## src/rtl/l2_bus_pkg.sv

```systemverilog
// Shared constants and types for the L2 bus arbiter.
// Holds opcode encodings, hit codes and the FSM state type.
package l2_bus_pkg;

    localparam logic [6:0] OPC_LOAD  = 7'b0000011;
    localparam logic [6:0] OPC_STORE = 7'b0100011;
    localparam logic [6:0] OPC_NOP   = 7'b0000000;

    localparam logic [1:0] HIT_CODE_HIT  = 2'b10;
    localparam logic [1:0] HIT_CODE_MISS = 2'b01;
    localparam logic [1:0] HIT_CODE_NONE = 2'b00;

    typedef enum logic [1:0] {
        IDLE  = 2'd0,
        ISSUE = 2'd1,
        RESP  = 2'd2
    } state_t;

    // Only loads and stores reach the L2; anything else becomes a no-op.
    function automatic logic [6:0] filter_opc(input logic [6:0] opc);
        return (opc == OPC_LOAD || opc == OPC_STORE) ? opc : OPC_NOP;
    endfunction

endpackage

```

## src/rtl/l2_bus_arbiter_rr.sv

```systemverilog
// Round-robin winner select for the L2 bus arbiter.
// Pointer holds the last winner; search starts one past it.
module rr_arbiter #(
    parameter int N  = 2,
    parameter int IW = $clog2(N)
) (
    input  logic          clk,
    input  logic          reset,
    input  logic [N-1:0]  req,
    input  logic          update,
    input  logic [IW-1:0] next_ptr,
    output logic          any,
    output logic [IW-1:0] winner
);

    logic [IW-1:0] ptr;
    logic [IW-1:0] idx;

    // First requester after the pointer, wrapping around.
    always_comb begin
        any    = 1'b0;
        winner = '0;
        idx    = '0;
        for (int k = 1; k <= N; k++) begin
            idx = IW'((int'(ptr) + k) % N);
            if (!any && req[idx]) begin
                any    = 1'b1;
                winner = idx;
            end
        end
    end

    // Reset points at the last core so core 0 wins first.
    always_ff @(posedge clk or negedge reset) begin
        if (!reset) begin
            ptr <= IW'(N - 1);
        end else if (update) begin
            ptr <= next_ptr;
        end
    end

endmodule

```

## src/rtl/l2_bus_arbiter.sv

```systemverilog
// Round-robin front end between NUM_CORES cores and the L2 bus.
// Optional store snoop broadcast: define L2_BUS_SNOOP_EN.
module l2_bus_arbiter #(
    parameter int NUM_CORES = 2,
    parameter int ADDR_W    = 32,
    parameter int DATA_W    = 32
) (
    input  logic                        clk,
    input  logic                        reset,
    input  logic [NUM_CORES-1:0]        core_req,
    input  logic [NUM_CORES*7-1:0]      core_opcode,
    input  logic [NUM_CORES*ADDR_W-1:0] core_addr,
    input  logic [NUM_CORES*DATA_W-1:0] core_wdata,
    output logic [NUM_CORES-1:0]        core_grant,
    output logic [NUM_CORES-1:0]        core_done,
    output logic [DATA_W-1:0]           core_rdata,
    output logic [1:0]                  core_hit,
    output logic [6:0]                  opcode_out,
    output logic [ADDR_W-1:0]           bus_address_out,
    output logic [DATA_W-1:0]           bus_data_out,
    input  logic [DATA_W-1:0]           data_from_L2,
    input  logic [1:0]                  cache_hit_in,
`ifdef L2_BUS_SNOOP_EN
    output logic                        snoop_valid,
    output logic [ADDR_W-1:0]           snoop_addr,
`endif
    output logic                        busy
);

    import l2_bus_pkg::*;

    localparam int IW = $clog2(NUM_CORES);

    state_t        state;
    logic [IW-1:0] win_idx;
    logic [IW-1:0] gnt_idx;
    logic          req_any;
    logic          ptr_upd;
    logic [6:0]    lat_opc;
    logic [6:0]    sel_opc;
    logic [ADDR_W-1:0] sel_addr;
    logic [DATA_W-1:0] sel_wdata;

    assign ptr_upd = (state == ISSUE);

    rr_arbiter #(.N(NUM_CORES)) u_rr (
        .clk      (clk),
        .reset    (reset),
        .req      (core_req),
        .update   (ptr_upd),
        .next_ptr (gnt_idx),
        .any      (req_any),
        .winner   (win_idx)
    );

    // Mux the winning core's request fields, illegal opcodes squashed.
    always_comb begin
        sel_opc   = OPC_NOP;
        sel_addr  = '0;
        sel_wdata = '0;
        for (int i = 0; i < NUM_CORES; i++) begin
            if (win_idx == IW'(i)) begin
                sel_opc   = filter_opc(core_opcode[i*7 +: 7]);
                sel_addr  = core_addr[i*ADDR_W +: ADDR_W];
                sel_wdata = core_wdata[i*DATA_W +: DATA_W];
            end
        end
    end

    // IDLE -> ISSUE -> RESP transaction FSM with registered bus outputs.
    always_ff @(posedge clk or negedge reset) begin
        if (!reset) begin
            state           <= IDLE;
            gnt_idx         <= '0;
            lat_opc         <= OPC_NOP;
            core_grant      <= '0;
            core_done       <= '0;
            core_rdata      <= '0;
            core_hit        <= HIT_CODE_NONE;
            opcode_out      <= OPC_NOP;
            bus_address_out <= '0;
            bus_data_out    <= '0;
            busy            <= 1'b0;
`ifdef L2_BUS_SNOOP_EN
            snoop_valid     <= 1'b0;
            snoop_addr      <= '0;
`endif
        end else begin
            unique case (state)
                IDLE: begin
                    if (req_any) begin
                        state           <= ISSUE;
                        gnt_idx         <= win_idx;
                        lat_opc         <= sel_opc;
                        opcode_out      <= sel_opc;
                        bus_address_out <= sel_addr;
                        bus_data_out    <= sel_wdata;
                        core_grant      <= NUM_CORES'(1) << win_idx;
                        busy            <= 1'b1;
`ifdef L2_BUS_SNOOP_EN
                        snoop_valid     <= (sel_opc == OPC_STORE);
                        snoop_addr      <= (sel_opc == OPC_STORE) ? sel_addr : '0;
`endif
                    end
                end
                ISSUE: begin
                    state           <= RESP;
                    opcode_out      <= OPC_NOP;
                    bus_address_out <= '0;
                    bus_data_out    <= '0;
                    core_done       <= core_grant;
                    core_rdata      <= (lat_opc == OPC_LOAD) ? data_from_L2 : '0;
                    core_hit        <= (lat_opc == OPC_NOP) ? HIT_CODE_NONE : cache_hit_in;
`ifdef L2_BUS_SNOOP_EN
                    snoop_valid     <= 1'b0;
                    snoop_addr      <= '0;
`endif
                end
                RESP: begin
                    state      <= IDLE;
                    core_done  <= '0;
                    core_grant <= '0;
                    busy       <= 1'b0;
                end
                default: begin
                    state <= IDLE;
                end
            endcase
        end
    end

endmodule

```

## config.mk

```make
export PLATFORM = sky130hd
export DESIGN_NAME = l2_bus_arbiter
export DESIGN_NICKNAME = d
export VERILOG_FILES = /design/src/rtl/l2_bus_pkg.sv /design/src/rtl/l2_bus_arbiter_rr.sv /design/src/rtl/l2_bus_arbiter.sv
export SDC_FILE = /design/constraint.sdc
export NUM_CORES = 1
export LEC_CHECK = 0
export CAP_MARGIN = 25
export CORE_ASPECT_RATIO = 0.8
export CORE_MARGIN = 1
export CORE_UTILIZATION = 42
export DETAILED_ROUTE_END_ITERATION = 16
export MAX_ROUTING_LAYER = met4
export PLACE_DENSITY = 0.84
export SYNTH_ARGS = -nofsm -noshare
export SYNTH_HDL_FRONTEND = slang
export SYNTH_SLANG_ARGS = --single-unit
```

## constraint.sdc

```tcl
create_clock -name clk -period 5.7 [get_ports clk]
set_clock_uncertainty 0.1 [all_clocks]
set_input_delay 0.855 -clock clk [delete_from_list [all_inputs] [get_ports clk]]
set_output_delay 0.855 -clock clk [all_outputs]
set_load 0.05 [all_outputs]
```

-- Yosys cells after proc, flatten, opt, wreduce, memory -nomap -nowiden
Index checks and enable logic that the tools add are counted.
- register bits after elaboration: 121
- bits of input ports: 180
- output and inout port bits: 110
- add/sub/neg operators: 2
- order comparisons: 2
- equality and inequality tests: 8
- shift operators: 1
- mux-type cells: 28
- reductions and logical operators: 12
- operator list (cell ; number):
    $mux W32 ; 5
    $pmux W32 S2 ; 2
    $mux W7 ; 4
    $eq A7 B2 Y1 const B ; 3
    $eq A7 B6 Y1 const B ; 2
    $pmux W7 S2 ; 1
    $pmux W2 S2 ; 3
    $mux W1 ; 9
    $logic_not A7 Y1 ; 1
    $mux W2 ; 3
    $reduce_and A2 Y1 ; 3
    $reduce_bool A2 Y1 ; 3
    $lt A1 B2 Y1 const B ; 2
    $add A1 B1 Y1 const B ; 2
    $eq A2 B1 Y1 const B ; 1
    $eq A2 B2 Y1 const B ; 1
    $logic_not A2 Y1 ; 1
    $logic_or A1 B1 Y1 ; 2
    $ne A2 B2 Y1 const B ; 1
    $pmux W1 S2 ; 1
    $shl A1 B1 Y2 const A ; 1
    $logic_and A1 B1 Y1 ; 1
    $logic_not A1 Y1 ; 1

-- Depth between registers and ports, before layout
- depth in word-level cells: 10
- gate-level depth with buffers: 9

-- By module
A second synthesis with hierarchy kept.
- cell total of the unflattened synthesis: 511
- area total of the unflattened synthesis: 5245.0 µm²
- modules (own cells, without submodules) (module ; times used ; cells each ; area an instance (µm²) ; seq. area each (µm²)):
    l2_bus_arbiter ; 1 ; 507 ; 5190.0 ; 3002.9
    rr_arbiter ; 1 ; 4 ; 55.1 ; 26.3

-- Least setup slack after synthesis
Ideal clock, no wire load.
- path kind: input to register
- from: in core_req[0]
- to: reg bus_address_out[0]
- library setup time: 123 ps
- arrival time: 1764 ps
- setup slack: 3713 ps
- stages on the path: 6
- cell sequence: o21ai_2 -> or2_1 -> clkbuf_1 -> buf_2 -> buf_2 -> o2bb2ai_1
- word-level cells in the longest chain between the ends: 9
- elaborated cells between the ends (all ways): 15
- ends and longest elaborated chain (item ; line ; RTL):
    start, declared ; l2_bus_arbiter.sv:10 ; input logic [NUM_CORES-1:0] core_req,
    $mux W1 (implied by the code) (2 in a row) ; l2_bus_arbiter_rr.sv:26 ; if (!any && req[idx]) begin
    $mux W1 ; l2_bus_arbiter_rr.sv:26 ;
    $logic_not A1 Y1 ; l2_bus_arbiter_rr.sv:26 ;
    $logic_and A1 B1 Y1 ; l2_bus_arbiter_rr.sv:26 ;
    $mux W1 ; l2_bus_arbiter_rr.sv:26 ;
    $mux W32 ; l2_bus_arbiter.sv:62 ; if (win_idx == IW'(i)) begin
    $mux W32 ; l2_bus_arbiter.sv:91 ; if (req_any) begin
    $pmux W32 S2 ; l2_bus_arbiter.sv:89 ; unique case (state)
    end signal, assigned ; l2_bus_arbiter.sv:96 ; bus_address_out <= sel_addr;
    end, declared ; l2_bus_arbiter.sv:19 ; output logic [ADDR_W-1:0] bus_address_out,
Parallel ways exist; a longest one is shown, timed or not. The select of a mux whose other input is x is not followed.
A chain may end at the register's enable or synchronous reset.

-- Final worst setup path
- from: in core_req[0]
- to: reg opcode_out[0]
- word-level cells in the longest chain between the ends: 9
- elaborated cells between the ends (all ways): 15
- ends and longest elaborated chain (item ; line ; RTL):
    $mux W1 (implied by the code) (2 in a row) ; l2_bus_arbiter_rr.sv:26 ;
    $mux W1 ; l2_bus_arbiter_rr.sv:26 ;
    $logic_not A1 Y1 ; l2_bus_arbiter_rr.sv:26 ;
    $logic_and A1 B1 Y1 ; l2_bus_arbiter_rr.sv:26 ;
    $mux W1 ; l2_bus_arbiter_rr.sv:26 ;
    $mux W7 ; l2_bus_arbiter.sv:62 ;
    $mux W7 ; l2_bus_arbiter.sv:91 ;
    $pmux W7 S2 ; l2_bus_arbiter.sv:89 ;
    end signal, assigned ; l2_bus_arbiter.sv:95 ; opcode_out <= sel_opc;
    end, declared ; l2_bus_arbiter.sv:18 ; output logic [6:0] opcode_out,
Parallel ways exist; a longest one is shown, timed or not. The select of a mux whose other input is x is not followed.

==> reports/metrics.yaml <==
gp_congestion: 0.7857
power.density_mw_per_mm2: 557.8
hold_buffers: 0
cts_buffers: 17
final_nets: 917
yosys.area_share.simple: 0.06546
min_from: "opcode_out[2]"
io_buffers: 289
drv_slew: 0
post-route-util: 0.7331
insertion_delay_ns: 0.40
grt_first_pass_wirelength_mm: 24.05
drcViolationCount: 0
antenna_left: 0
die_h_um: 102.2
wl_mm: 15.80
hold_slack_ns: 0.3838
synth_ff_type: "dfrtp_1"
worstPathMaxFanout: 61
synth_compound_area_frac: 0.1675
synth_seq_cells: 121
vias: 4630
cts_resized: 0
critPathCaptureType: "flop"
grt_pass1_vias: 4706
total_power_mw: 4.991
root_buffer: "clkbuf_16"
synth_adder_area_share: 0.009488
vias_per_cell: 5.049
fin_setup_tns_ns: 0
min_path_cells: 1
relSlewSlack: 0.4252
num_rows: 36
clockBufferDepth: 2
grt_antenna_before_repair: 0
cp-start-kind: "primary input"
track_usage: 0.2498
outcome: "finished, final reports clean"
critical_path_arrival_ns: 2.97
finalSetupViolCount: 0
final_common_cell: "clkdlybuf4s50_1"
grt_max_degree: 69
synth_edf_count: 0
n_antenna_cell: 0
die_area_sq_mm: 0.01301
clk_pin_slew_ns: 0.05
numClockSinks: 121
dp_cells: 883
cap_violations: 0
netlist_instances: 448
area_growth_pct: 69.64
avgSynthCellArea_sq_um: 11.77
crit_path_start: "core_req[0]"
die-width_um: 127.3
overflow: 0
syn-num-nets: 632
worst_r2r_path_depth: 6
fmax_ghz: 0.3625
core_area_sq_mm: 0.01221
hold_viol: 0
rsz0062_at_grt: "no"
hpwlAfterDp_mm: 11.35
p_leak_nw: 3.795
drive_gt1_frac: 0.07105
drtPass1Iterations: 4
instances_no_fill: 917
hold_path_class: "reg -> reg"
cts_tree: "built"
ys_warn_count: 0
irDropWorstVdd_mv: 0.3312
first_iter_violations: 218
regToRegStartpoint: "state[1]"
tightest_slew_ns: 0.8622
synth_xor_xnor_area_share: 0
final_cell_mix: "clkdlybuf4s50_1 (288), dfrtp_1 (120), o2bb2ai_1 (67)"
ctsHtreeMaxLevel: 4
post-cts-setup-buffer-count: 0
wl_per_cell_um: 17.23
critPathKind: "in -> reg"
top_level_ports: 290
netlist_area_sq_mm: 0.005275
synth-async-reset-ratio: 1.000
synthMuxAreaShare: 0.1255
synth_top_family_by_area: "compound AO/OA/AOI/OAI gates"
synth_cell_types: 34
ys_seq_area_frac: 0.5742
initial_core_util: 0.4321
cp.required_ns: 5.91
period_share: 0.4839
post-route-min-period_ns: 2.758
-- path summary, 6_finish.rpt --
path                                        to  slack, ns
max                              opcode_out[0]       2.94
min                              opcode_out[2]       0.38
max reg2reg                      opcode_out[0]       3.26
min reg2reg                      opcode_out[2]       0.38
max in group asynchronous  bus_address_out[21]       3.78
min in group asynchronous     bus_data_out[28]       0.45
-- stage by stage --
step / area [sq um] / worst slack [ns]
finish: 8949 / 2.942
global placement: 8273 / 2.575
floorplan: 5275 / 3.713
global route: 8949 / 2.822
detailed placement: 8273 / 2.461
CTS: 8894 / 2.875
-- state kept, by name, summed over array words and instances, names as in the netlist --
name,count
busy,1
bus_address_out,32
lat_opc,7
u_rr.ptr,1
core_rdata,32
gnt_idx,1
opcode_out,7
core_grant,2
core_done,2
core_hit,2
bus_data_out,32
state,2
-- area by class of cell --
class | instances | area (sq um)
fill | 819 | 3258
multi-input combinational | 259 | 1959
inverter | 38 | 142.6
clock inverter | 12 | 173.9
sequential | 121 | 3029
tap | 171 | 214.0
timing repair buffer | 296 | 2983
clock buffer | 20 | 446.7
-- cell families after synthesis --
logic type,Yosys count
AND/OR/NAND/NOR,71
AO/OA/AOI/OAI,118
adder cells (fa/ha/maj),4
buffers and inverters,68
multiplexers,66
flip-flops,121
-- critical path, cell delays in order --
cell and delay [ns]:
clkdlybuf4s50_1 0.51, nor2_1 0.30, nand2_1 0.22, o21ai_4 0.22, buf_4 0.63, o2bb2ai_1 0.20
-- cell usage after synthesis (2+ instances only) --
| cell type | instances | area [sq um] |
|---|---|---|
| nand2_1 | 42 | 157.7 |
| nor4_1 | 3 | 18.77 |
| o22ai_1 | 2 | 12.51 |
| nor2_1 | 4 | 15.01 |
| buf_6 | 3 | 33.78 |
| clkbuf_1 | 12 | 45.04 |
| mux2i_1 | 65 | 650.6 |
| nor2b_1 | 2 | 12.51 |
| o21ai_0 | 34 | 170.2 |
| o2bb2ai_1 | 67 | 586.8 |
| clkbuf_4 | 2 | 15.01 |
| nand3_1 | 3 | 15.01 |
| and3_1 | 2 | 12.51 |
| buf_4 | 2 | 15.01 |
| and2_1 | 7 | 43.79 |
| a21oi_1 | 4 | 20.02 |
| inv_1 | 38 | 142.6 |
| o21ai_2 | 8 | 70.07 |
| ha_1 | 4 | 50.05 |
| buf_2 | 10 | 50.05 |
| nand3b_1 | 2 | 15.01 |
| dfrtp_1 | 120 | 3003 |
-- power breakdown --
group / internal [mW] / switching (mW) / leakage, nW
combinational: 0.860 / 1.66 / 1.89
clock: 0.742 / 0.380 / 0.304
sequential: 1.16 / 0.183 / 1.61
total: 2.77 / 2.23 / 3.79
-- per-layer routing --
metal  up-vias  part of all wire  GRT usage
met5         -                 0          -
met4         0             0.027     0.1081
met1      2258              0.41     0.2836
met2       181              0.52     0.4296
li1       2159                 -          -
met3        32             0.050    0.05497
(Power assumes the default switching activity.)
